$ cat src/rtl/jpeg_dec_pkg.sv
// Shared types and constants for the JPEG entropy-decode front end.
package jpeg_dec_pkg;

  typedef enum logic [1:0] {
    NORMAL,
    FF_SEEN,
    MARKER
  } unstuff_state_t;

  localparam logic [7:0] MARKER_PREFIX = 8'hFF;
  localparam logic [7:0] STUFF_BYTE    = 8'h00;
  localparam logic [7:0] EOI           = 8'hD9;
  localparam logic [7:0] RST0          = 8'hD0;
  localparam logic [7:0] RST1          = 8'hD1;
  localparam logic [7:0] RST2          = 8'hD2;
  localparam logic [7:0] RST3          = 8'hD3;
  localparam logic [7:0] RST4          = 8'hD4;
  localparam logic [7:0] RST5          = 8'hD5;
  localparam logic [7:0] RST6          = 8'hD6;
  localparam logic [7:0] RST7          = 8'hD7;

endpackage

$ cat src/rtl/byte_unstuffer.sv
// Strips 0xFF/0x00 stuffing from accepted bytes and captures marker codes;
// emits an append strobe plus the data byte for the bit accumulator.
module byte_unstuffer
  import jpeg_dec_pkg::*;
#(
  parameter bit UNSTUFF = 1'b1
) (
  input  logic           clk,
  input  logic           n_rst,
  input  logic           i_flush,
  input  logic           i_wait,
  input  logic           i_accept,
  input  logic [7:0]     i_byte,
  output logic           o_append,
  output logic [7:0]     o_append_byte,
  output unstuff_state_t o_state,
  output logic           o_marker,
  output logic [7:0]     o_marker_code
);

  // NOTE: every output of this block gets a default before the case so no latch is inferred.
  always_comb begin
    o_append      = 1'b0;
    o_append_byte = i_byte;
    if (!UNSTUFF) begin
      o_append = i_accept;
    end else if (i_accept) begin
      case (o_state)
        NORMAL:  o_append = (i_byte != MARKER_PREFIX);
        FF_SEEN: begin
          if (i_byte == STUFF_BYTE) begin
            o_append      = 1'b1;
            o_append_byte = MARKER_PREFIX;
          end
        end
        default: o_append = 1'b0;
      endcase
    end
  end

  // NOTE: state registers use non-blocking assignments and a synchronous reset sampled on clk.
  always_ff @(posedge clk) begin
    if (!n_rst) begin
      o_state       <= NORMAL;
      o_marker      <= 1'b0;
      o_marker_code <= 8'h00;
    end else if (!i_wait) begin
      o_marker <= 1'b0;
      if (i_flush) begin
        o_state <= NORMAL;
      end else if (UNSTUFF && i_accept) begin
        case (o_state)
          NORMAL: begin
            if (i_byte == MARKER_PREFIX) o_state <= FF_SEEN;
          end
          FF_SEEN: begin
            // A repeated FF is a fill byte: keep waiting for the code byte.
            if (i_byte == STUFF_BYTE) begin
              o_state <= NORMAL;
            end else if (i_byte != MARKER_PREFIX) begin
              o_marker      <= 1'b1;
              o_marker_code <= i_byte;
              o_state       <= MARKER;
            end
          end
          default: o_state <= o_state;
        endcase
      end
    end
  end

endmodule

$ cat src/rtl/bit_unpacker.sv
// Byte-to-bit front end for the Huffman decoder: unstuffed bytes fill a
// left-aligned accumulator, the decoder peeks and consumes bits from its head.
module bit_unpacker
  import jpeg_dec_pkg::*;
#(
  parameter int ACC_WIDTH  = 32,
  parameter int PEEK_WIDTH = 16,
  parameter bit UNSTUFF    = 1'b1,
  localparam int CW = $clog2(ACC_WIDTH + 1),
  localparam int LW = $clog2(PEEK_WIDTH + 1)
) (
  input  logic                  clk,
  input  logic                  n_rst,
  input  logic [7:0]            i_data,
  input  logic                  i_valid,
  output logic                  o_ready,
  input  logic                  i_consume,
  input  logic [LW-1:0]         i_consume_len,
  input  logic                  i_align,
  input  logic                  i_flush,
  input  logic                  i_wait,
  output logic [PEEK_WIDTH-1:0] o_peek,
  output logic [CW-1:0]         o_count,
  output logic                  o_marker,
  output logic [7:0]            o_marker_code,
  output logic                  o_underflow
);

  localparam logic [CW-1:0] READY_MAX = CW'(ACC_WIDTH - 8);
  localparam logic [CW-1:0] PEEK_MAX  = CW'(PEEK_WIDTH);
  localparam logic [CW-1:0] BYTE_BITS = CW'(8);

  logic [ACC_WIDTH-1:0] acc, acc_cons, acc_algn, acc_nxt;
  logic [CW-1:0]        cnt_cons, cnt_algn, cnt_nxt, len_ext, shift_len, drop_len;
  logic                 accept, append, bad_consume;
  logic [7:0]           append_byte;
  unstuff_state_t       state;

  assign o_ready = !i_wait && (state != MARKER) && (o_count <= READY_MAX);
  assign accept  = i_valid && o_ready;
  assign o_peek  = acc[ACC_WIDTH-1 -: PEEK_WIDTH];

  byte_unstuffer #(.UNSTUFF(UNSTUFF)) u_unstuffer (
    .clk           (clk),
    .n_rst         (n_rst),
    .i_flush       (i_flush),
    .i_wait        (i_wait),
    .i_accept      (accept),
    .i_byte        (i_data),
    .o_append      (append),
    .o_append_byte (append_byte),
    .o_state       (state),
    .o_marker      (o_marker),
    .o_marker_code (o_marker_code)
  );

  // Consume, then align, then append; each stage works on the previous stage's count.
  always_comb begin
    len_ext     = CW'(i_consume_len);
    bad_consume = i_consume && ((len_ext > PEEK_MAX) || (len_ext > o_count));
    shift_len   = (i_consume && !bad_consume) ? len_ext : '0;
    acc_cons    = acc << shift_len;
    cnt_cons    = o_count - shift_len;
    drop_len    = i_align ? {{(CW-3){1'b0}}, cnt_cons[2:0]} : '0;
    acc_algn    = acc_cons << drop_len;
    cnt_algn    = cnt_cons - drop_len;
    acc_nxt     = acc_algn;
    cnt_nxt     = cnt_algn;
    if (append) begin
      acc_nxt = acc_algn | ({append_byte, {(ACC_WIDTH-8){1'b0}}} >> cnt_algn);
      cnt_nxt = cnt_algn + BYTE_BITS;
    end
  end

  always_ff @(posedge clk) begin
    if (!n_rst) begin
      acc         <= '0;
      o_count     <= '0;
      o_underflow <= 1'b0;
    end else if (!i_wait) begin
      if (i_flush) begin
        acc         <= '0;
        o_count     <= '0;
        o_underflow <= 1'b0;
      end else begin
        acc         <= acc_nxt;
        o_count     <= cnt_nxt;
        o_underflow <= o_underflow | bad_consume;
      end
    end
  end

endmodule
$ cat config.mk
export PLATFORM = sky130hd
export DESIGN_NAME = bit_unpacker
export DESIGN_NICKNAME = d
export VERILOG_FILES = /design/src/rtl/jpeg_dec_pkg.sv /design/src/rtl/byte_unstuffer.sv /design/src/rtl/bit_unpacker.sv
export SDC_FILE = /design/constraint.sdc
export NUM_CORES = 1
export LEC_CHECK = 0
export ABC_CLOCK_PERIOD_IN_PS = 7000
export CAP_MARGIN = 20
export CELL_PAD_IN_SITES_DETAIL_PLACEMENT = 2
export CELL_PAD_IN_SITES_GLOBAL_PLACEMENT = 2
export CORE_MARGIN = 8
export CORE_UTILIZATION = 34
export CTS_CLUSTER_DIAMETER = 50
export DETAILED_ROUTE_END_ITERATION = 6
export GPL_ROUTABILITY_DRIVEN = 0
export GPL_TIMING_DRIVEN = 0
export PLACE_DENSITY = 0.82
export SYNTH_ARGS = -nofsm -noshare
export SYNTH_HDL_FRONTEND = slang
export SYNTH_SLANG_ARGS = --single-unit
$ cat constraint.sdc
create_clock -name clk -period 7 [get_ports clk]
set_input_delay 1.05 -clock clk [delete_from_list [all_inputs] [get_ports clk]]
set_output_delay 1.05 -clock clk [all_outputs]
set_load 0.005 [all_outputs]
# After elaboration in Yosys (flattened, before gate mapping)
# Index checks and enable logic that the tools add are counted.
# word_totals
reg_bits	50
output_inout_bits	33
word_cells	64
# op_classes
n_addsub	3
order_cmp	3
eq_ne	6
shift	3
n_mux	24
bitwise	5
n_reduce_logical	14
# op_table
cell	n
$mux 32	2
$or 32x32->32	1
$shl 32x3->32	1
$shl 32x5->32	1
$shr 32x6->32	1
$mux 8	3
$mux 6	2
$mux 2	5
$eq 8x8->1 const B	1
$logic_not 8->1	1
$mux 1	8
$ne 8x8->1 const B	1
$add 6x4->6 const B	1
$gt 5x6->1	1
$le 6x5->1 const B	1
$reduce_and 6->1	1
$sub 6x3->6	1
$sub 6x5->6	1
$gt 5x5->1 const B	1
$logic_and 1x1->1	5
$mux 5	1
$reduce_and 5->1	1
$ne 4x2->1 const B	1
$pmux 2 s2	1
other kinds (12)	15

# Logic depth before layout (Yosys ltp)
# depth
word_depth	13
mapped_depth	26
ltp_nobuf	21

# Cells and area by module
# A second synthesis with hierarchy kept.
# unflattened
cells_unflattened	1027
area_unflattened_um2	7044.3
# by_module_without_submodules
mod	instances	cells_each	area_per_inst_um2	seq_area_each_um2
bit_unpacker	1	955	6412.4	780.7
byte_unstuffer	1	72	631.9	220.2

# Least setup slack after synthesis
# Ideal clock, no wire load.
# synth_timing
path_type	input port to flip-flop
from	in i_consume_len[0]
to	reg acc[18]
arrival_ps	5798
required_time_ps	6909
path_slack_ps	1111
stages	24
n_path_buf	5
cell_sequence	buf_2 -> inv_1 -> buf_1 -> ha_1 -> and3_4 -> a311o_1 -> buf_2 -> nand2_1 -> buf_4 -> nor2_1 -> ha_1 -> fa_1 -> or2_2 -> ha_1 -> o21bai_1 -> nand3_1 -> and2_1 -> clkbuf_1 -> mux2_2 -> a22oi_1 -> mux2_2 -> a21oi_1 -> o2111a_1 -> a311oi_1
# synth_between
elab_chain_cells	13
elab_cells_between_ends	16
classes_between	2 x add/sub; 2 x order compare; 3 x shift; 4 x mux; 1 x bitwise; 4 x reduce/logical
# synth_rtl
element	line_no	source
from (decl)	bit_unpacker.sv:18	input logic [LW-1:0] i_consume_len,
$gt 5x6->1 or $gt 5x5->1 (tied branches)	bit_unpacker.sv:60	bad_consume = i_consume && ((len_ext > PEEK_MAX) || (len_ext > o_count));
$logic_or 1x1->1	bit_unpacker.sv:60	
$logic_and 1x1->1	bit_unpacker.sv:60	
$logic_not 1->1	bit_unpacker.sv:61	shift_len = (i_consume && !bad_consume) ? len_ext : '0;
$logic_and 1x1->1	bit_unpacker.sv:61	
$mux 5 (*)	bit_unpacker.sv:61	
$sub 6x5->6	bit_unpacker.sv:63	cnt_cons = o_count - shift_len;
$mux 3	bit_unpacker.sv:64	drop_len = i_align ? {{(CW-3){1'b0}}, cnt_cons[2:0]} : '0;
$sub 6x3->6	bit_unpacker.sv:66	cnt_algn = cnt_cons - drop_len;
$shr 32x6->32	bit_unpacker.sv:70	acc_nxt = acc_algn | ({append_byte, {(ACC_WIDTH-8){1'b0}}} >> cnt_algn);
$or 32x32->32	bit_unpacker.sv:70	
$mux 32 (*)	bit_unpacker.sv:69	if (append) begin
$mux 32 (*)	bit_unpacker.sv:81	if (i_flush) begin
to (signal assigned)	bit_unpacker.sv:86	acc <= acc_nxt;
to (decl)	bit_unpacker.sv:33	logic [ACC_WIDTH-1:0] acc, acc_cons, acc_algn, acc_nxt;
# Every way passes the cells marked *; elsewhere a longest branch is shown, timed or not.
# A chain may end at the register's enable or synchronous reset.

# Worst setup path after layout
# Ends and elaborated chain as after synthesis.

==> out/metrics.csv <==
stage,metric,value,unit
run_status,status,"complete, no violations",
timing,fin_worst_skew,14.84,ps
timing,setup_viol,0,
drt,drt_first_pass_iters,5,
drt,viasPerCell,6.858,
synth,async_reset_ff_share,0,%
timing,rsz0062_at_grt,no,
clocking,clock_sinks,50,
drt,wire_per_inst,30.00,um
setup_path,critPathRequiredTime,7200,ps
drt,drt_iter0_markers,964,
timing,slew_viol_final,0,
setup_path,reg2reg_slack,1220,ps
clocking,cts_tree,yes,
synth,synth_fp_nets,1053,
final_layout,diodes,0,
global_route,grt_antenna_before_repair,0,
synth,seq_area_frac_synth,14.26,%
global_route,grt_pass1_vias,9622,
clocking,numCtsBuffers,5,
floorplan,die_width,159.7,um
setup_path,r2r_start,o_count[4]$_SDFFE_PN0N_,
synth,synth_cell_type_count,95,
final_layout,area_growth,15.49,%
global_route,grt_max_degree,17,
floorplan,initial_utilization,34.69,%
floorplan,dieArea,0.02550,mm^2
floorplan,io_pins,53,
setup_path,r2r-end,acc[18]$_SDFFE_PN0N_,
clocking,clock_latency,310,ps
synth,ys_warn_count,0,
pwr,powerDensity,187.0,mW/mm^2
final_layout,layout_commonest_cell,nor2_1,
global_route,globalRoute.totalOverflow,0,
drt,drt_drc_violations_left,0,
timing,final_hold_viol_count,0,
timing,post-route-period-util,96.44,%
synth,yosys_register_bits,50,
final_layout,final_cell_mix,"nor2_1 (131), nand2_1 (77), a21oi_1 (77), o21ai_0 (60), dfxtp_1 (50)",
drt,vias,9252,
final_layout,final_nets,1111,
global_route,grtUsageTotal,30.47,%
floorplan,die_h,159.7,um
drt,wl,40480,um
pwr,peakVddDrop,0.09760,mV
final_layout,n_fill_cell,2472,
clocking,cts_max_level,2,
synth,synth.avg_cell_area,6.882,um^2
clocking,cts_max_path_buffers,2,
job,maxCapViolCount,0,
timing,fmax,148.1,MHz
setup_path,cp-start-kind,primary input,
setup_path,critPathKind,in2reg,
floorplan,rows,52,
final_layout,layout-drive-gt1-share,11.68,%
floorplan,core_area,0.02023,mm^2
placement,hpwl,31830,um
setup_path,worstPathArrival,6950,ps
setup_path,worstSetupStartpoint,i_consume_len[0],
worst_hold_path,hold_class,reg2reg,
synth,synth_edf_count,0,
timing,period_minus_slack,6751,ps
synth,yosysTopAreaCell,dfxtp_1,
drt,final_antenna_net_count,0,
synth,ys.flop_type,dfxtp_1,
synth,synthesis.area,0.007019,mm^2
pwr,leakage,2.781,nW
pwr,power,0.001516,W
clocking,root_buffer,clkbuf_16,
setup_path,worst-r2r-cell-count,22,
synth,synthTopCellsByArea,"dfxtp_1 (14%), nor2_1 (7.1%), a21oi_1 (5.6%)",
setup_path,crit_path_end_kind,register,
timing,relSlewSlack,33.53,%
setup_path,cp-endpoint,acc[18]$_SDFFE_PN0N_,
setup_path,crit_path_max_fanout,10,
placement,dp.cells,1340,
synth,yosysTopAreaCellShare,14.26,%
placement,io_buffers,50,
global_route,grt_pass1_wl,61090,um
timing,worstMarginPinSlew,994.6,ps
synth,netlist_instances,1020,
final_layout,layout.cells.non_filler,1349,
clocking,path_clk_slew,80,ps
clocking,ctsHoldBuffers,0,
worst min-delay path by stage:
stage / slack, ps / start / endpoint / cells after the start
after floorplan: 460 / o_underflow$_SDFFE_PN0N_ / o_underflow$_SDFFE_PN0N_ / 2
after CTS: 510 / o_underflow$_SDFFE_PN0N_ / o_underflow$_SDFFE_PN0N_ / 2
after global routing: 540 / u_unstuffer.o_marker$_SDFFE_PN0N_ / u_unstuffer.o_marker$_SDFFE_PN0N_ / 2
final: 510 / u_unstuffer.o_marker$_SDFFE_PN0N_ / u_unstuffer.o_marker$_SDFFE_PN0N_ / 2
after detailed placement: 490 / o_underflow$_SDFFE_PN0N_ / o_underflow$_SDFFE_PN0N_ / 2
after global placement: 480 / u_unstuffer.o_marker_code[7]$_SDFFE_PN0P_ / u_unstuffer.o_marker_code[7]$_SDFFE_PN0P_ / 2
power by group:
group,leakage [nW],internal [W],switching (W)
registers,0.406,0.000300,0.0000418
clock network,0.0842,0.000170,0.000126
logic,2.29,0.000288,0.000590
cells by family (layout without fill, tap and decap cells):
| logic type | count (synthesis) | after routing | share of synthesized area, % |
|---|---|---|---|
| fa+ha+maj | 13 | 13 | 2.424 |
| compound gates | 393 | 393 | 39.43 |
| flops | 50 | 50 | 14.26 |
| xor+xnor | 5 | 5 | 0.6239 |
| other cells | 1 | 1 | 0.05342 |
| simple gates | 369 | 369 | 24.96 |
| buf+inv | 127 | 186 | 8.360 |
| mux | 62 | 62 | 9.893 |
through the flow:
stage / util, % / TNS (ps) / hold WS [ps] / cell area (um^2) / setup WS [ps]
5_1_grt: 40.06 / 0 / 544.9 / 8107 / 15.32
4_1_cts: 39.85 / 0 / 513.0 / 8063 / 28.21
6_report: 40.06 / 0 / 508.4 / 8107 / 249.0
3_5_place_dp: 38.83 / -35170 / 492.4 / 7858 / -1325
2_1_floorplan: - / 0 / 460.5 / 7019 / 1111
3_3_place_gp: 38.83 / -25980 / 477.0 / 7858 / -1024
layer usage:
metal / wire (um) / track usage, % / share of wire [%] / vias to the layer above
met5: 0 / 0 / 0 / -
met4: 2224 / 15.82 / 5.5 / 0
met3: 3664 / 5.964 / 9.1 / 169
met2: 18040 / 48.26 / 45 / 548
met1: 16550 / 38.60 / 41 / 4556
li1: - / - / - / 3979
final cells by class:
type	instances	area, um^2	area share (%)
Inverter	24	97.59	1.204
Clock buffer	5	125.1	1.543
Tap cell	270	337.8	4.167
Clock inverter	3	43.79	0.5402
Timing Repair Buffer	54	528.0	6.513
Buffer	100	499.2	6.158
Sequential cell	50	1001	12.35
Multi-Input combinational cell	843	5474	67.53
what timing repair did:
item,in CTS,in global routing
endpoints found under the setup margin,34,21
setup buffers,2,0
endpoints found under the hold margin,0,0
resized for setup,8,18
pin swaps,0,0
worst max-delay path, stage by stage:
cell,delay (ps)
clkdlybuf4s50_1,600
buf_6,210
clkinvlp_4,130
ha_1,210
nor2b_1,100
o21ai_1,120
a311o_2,500
buf_2,240
nand2_1,160
buf_4,240
nor2_1,80
ha_1,220
fa_1,540
or2_2,310
ha_1,180
o21bai_1,180
a21o_1,220
and2_2,230
mux2_2,290
a22oi_2,340
mux2_2,280
a21oi_1,100
o2111a_1,160
a311oi_1,250
cells in the mapped netlist (6+ instances only):
library cell / count
and3_1: 12
clkbuf_1: 54
and2_1: 11
a31oi_1: 18
dfxtp_1: 50
inv_1: 20
a21o_1: 9
buf_2: 22
nor2b_1: 9
nand3_1: 23
nor2_1: 132
a22o_1: 7
a22oi_1: 23
or2_2: 7
mux2i_1: 39
a32oi_1: 6
ha_1: 12
or4_1: 7
nor3_1: 38
o31ai_1: 9
nor4_1: 6
a21oi_1: 79
or3_1: 8
nand4_1: 10
o21ai_1: 16
o211ai_1: 17
buf_1: 7
o22ai_1: 31
o21a_1: 10
mux2_2: 19
a211oi_1: 14
a221oi_1: 11
nand2_1: 78
nand2b_1: 9
buf_4: 18
o21ai_0: 61
sequential cells by signal (all words and copies together) (netlist names):
signal	count
u_unstuffer.o_marker_code	8
u_unstuffer.o_state	2
o_count	6
u_unstuffer.o_marker	1
o_underflow	1
acc	32
(Power assumes the default switching activity.)
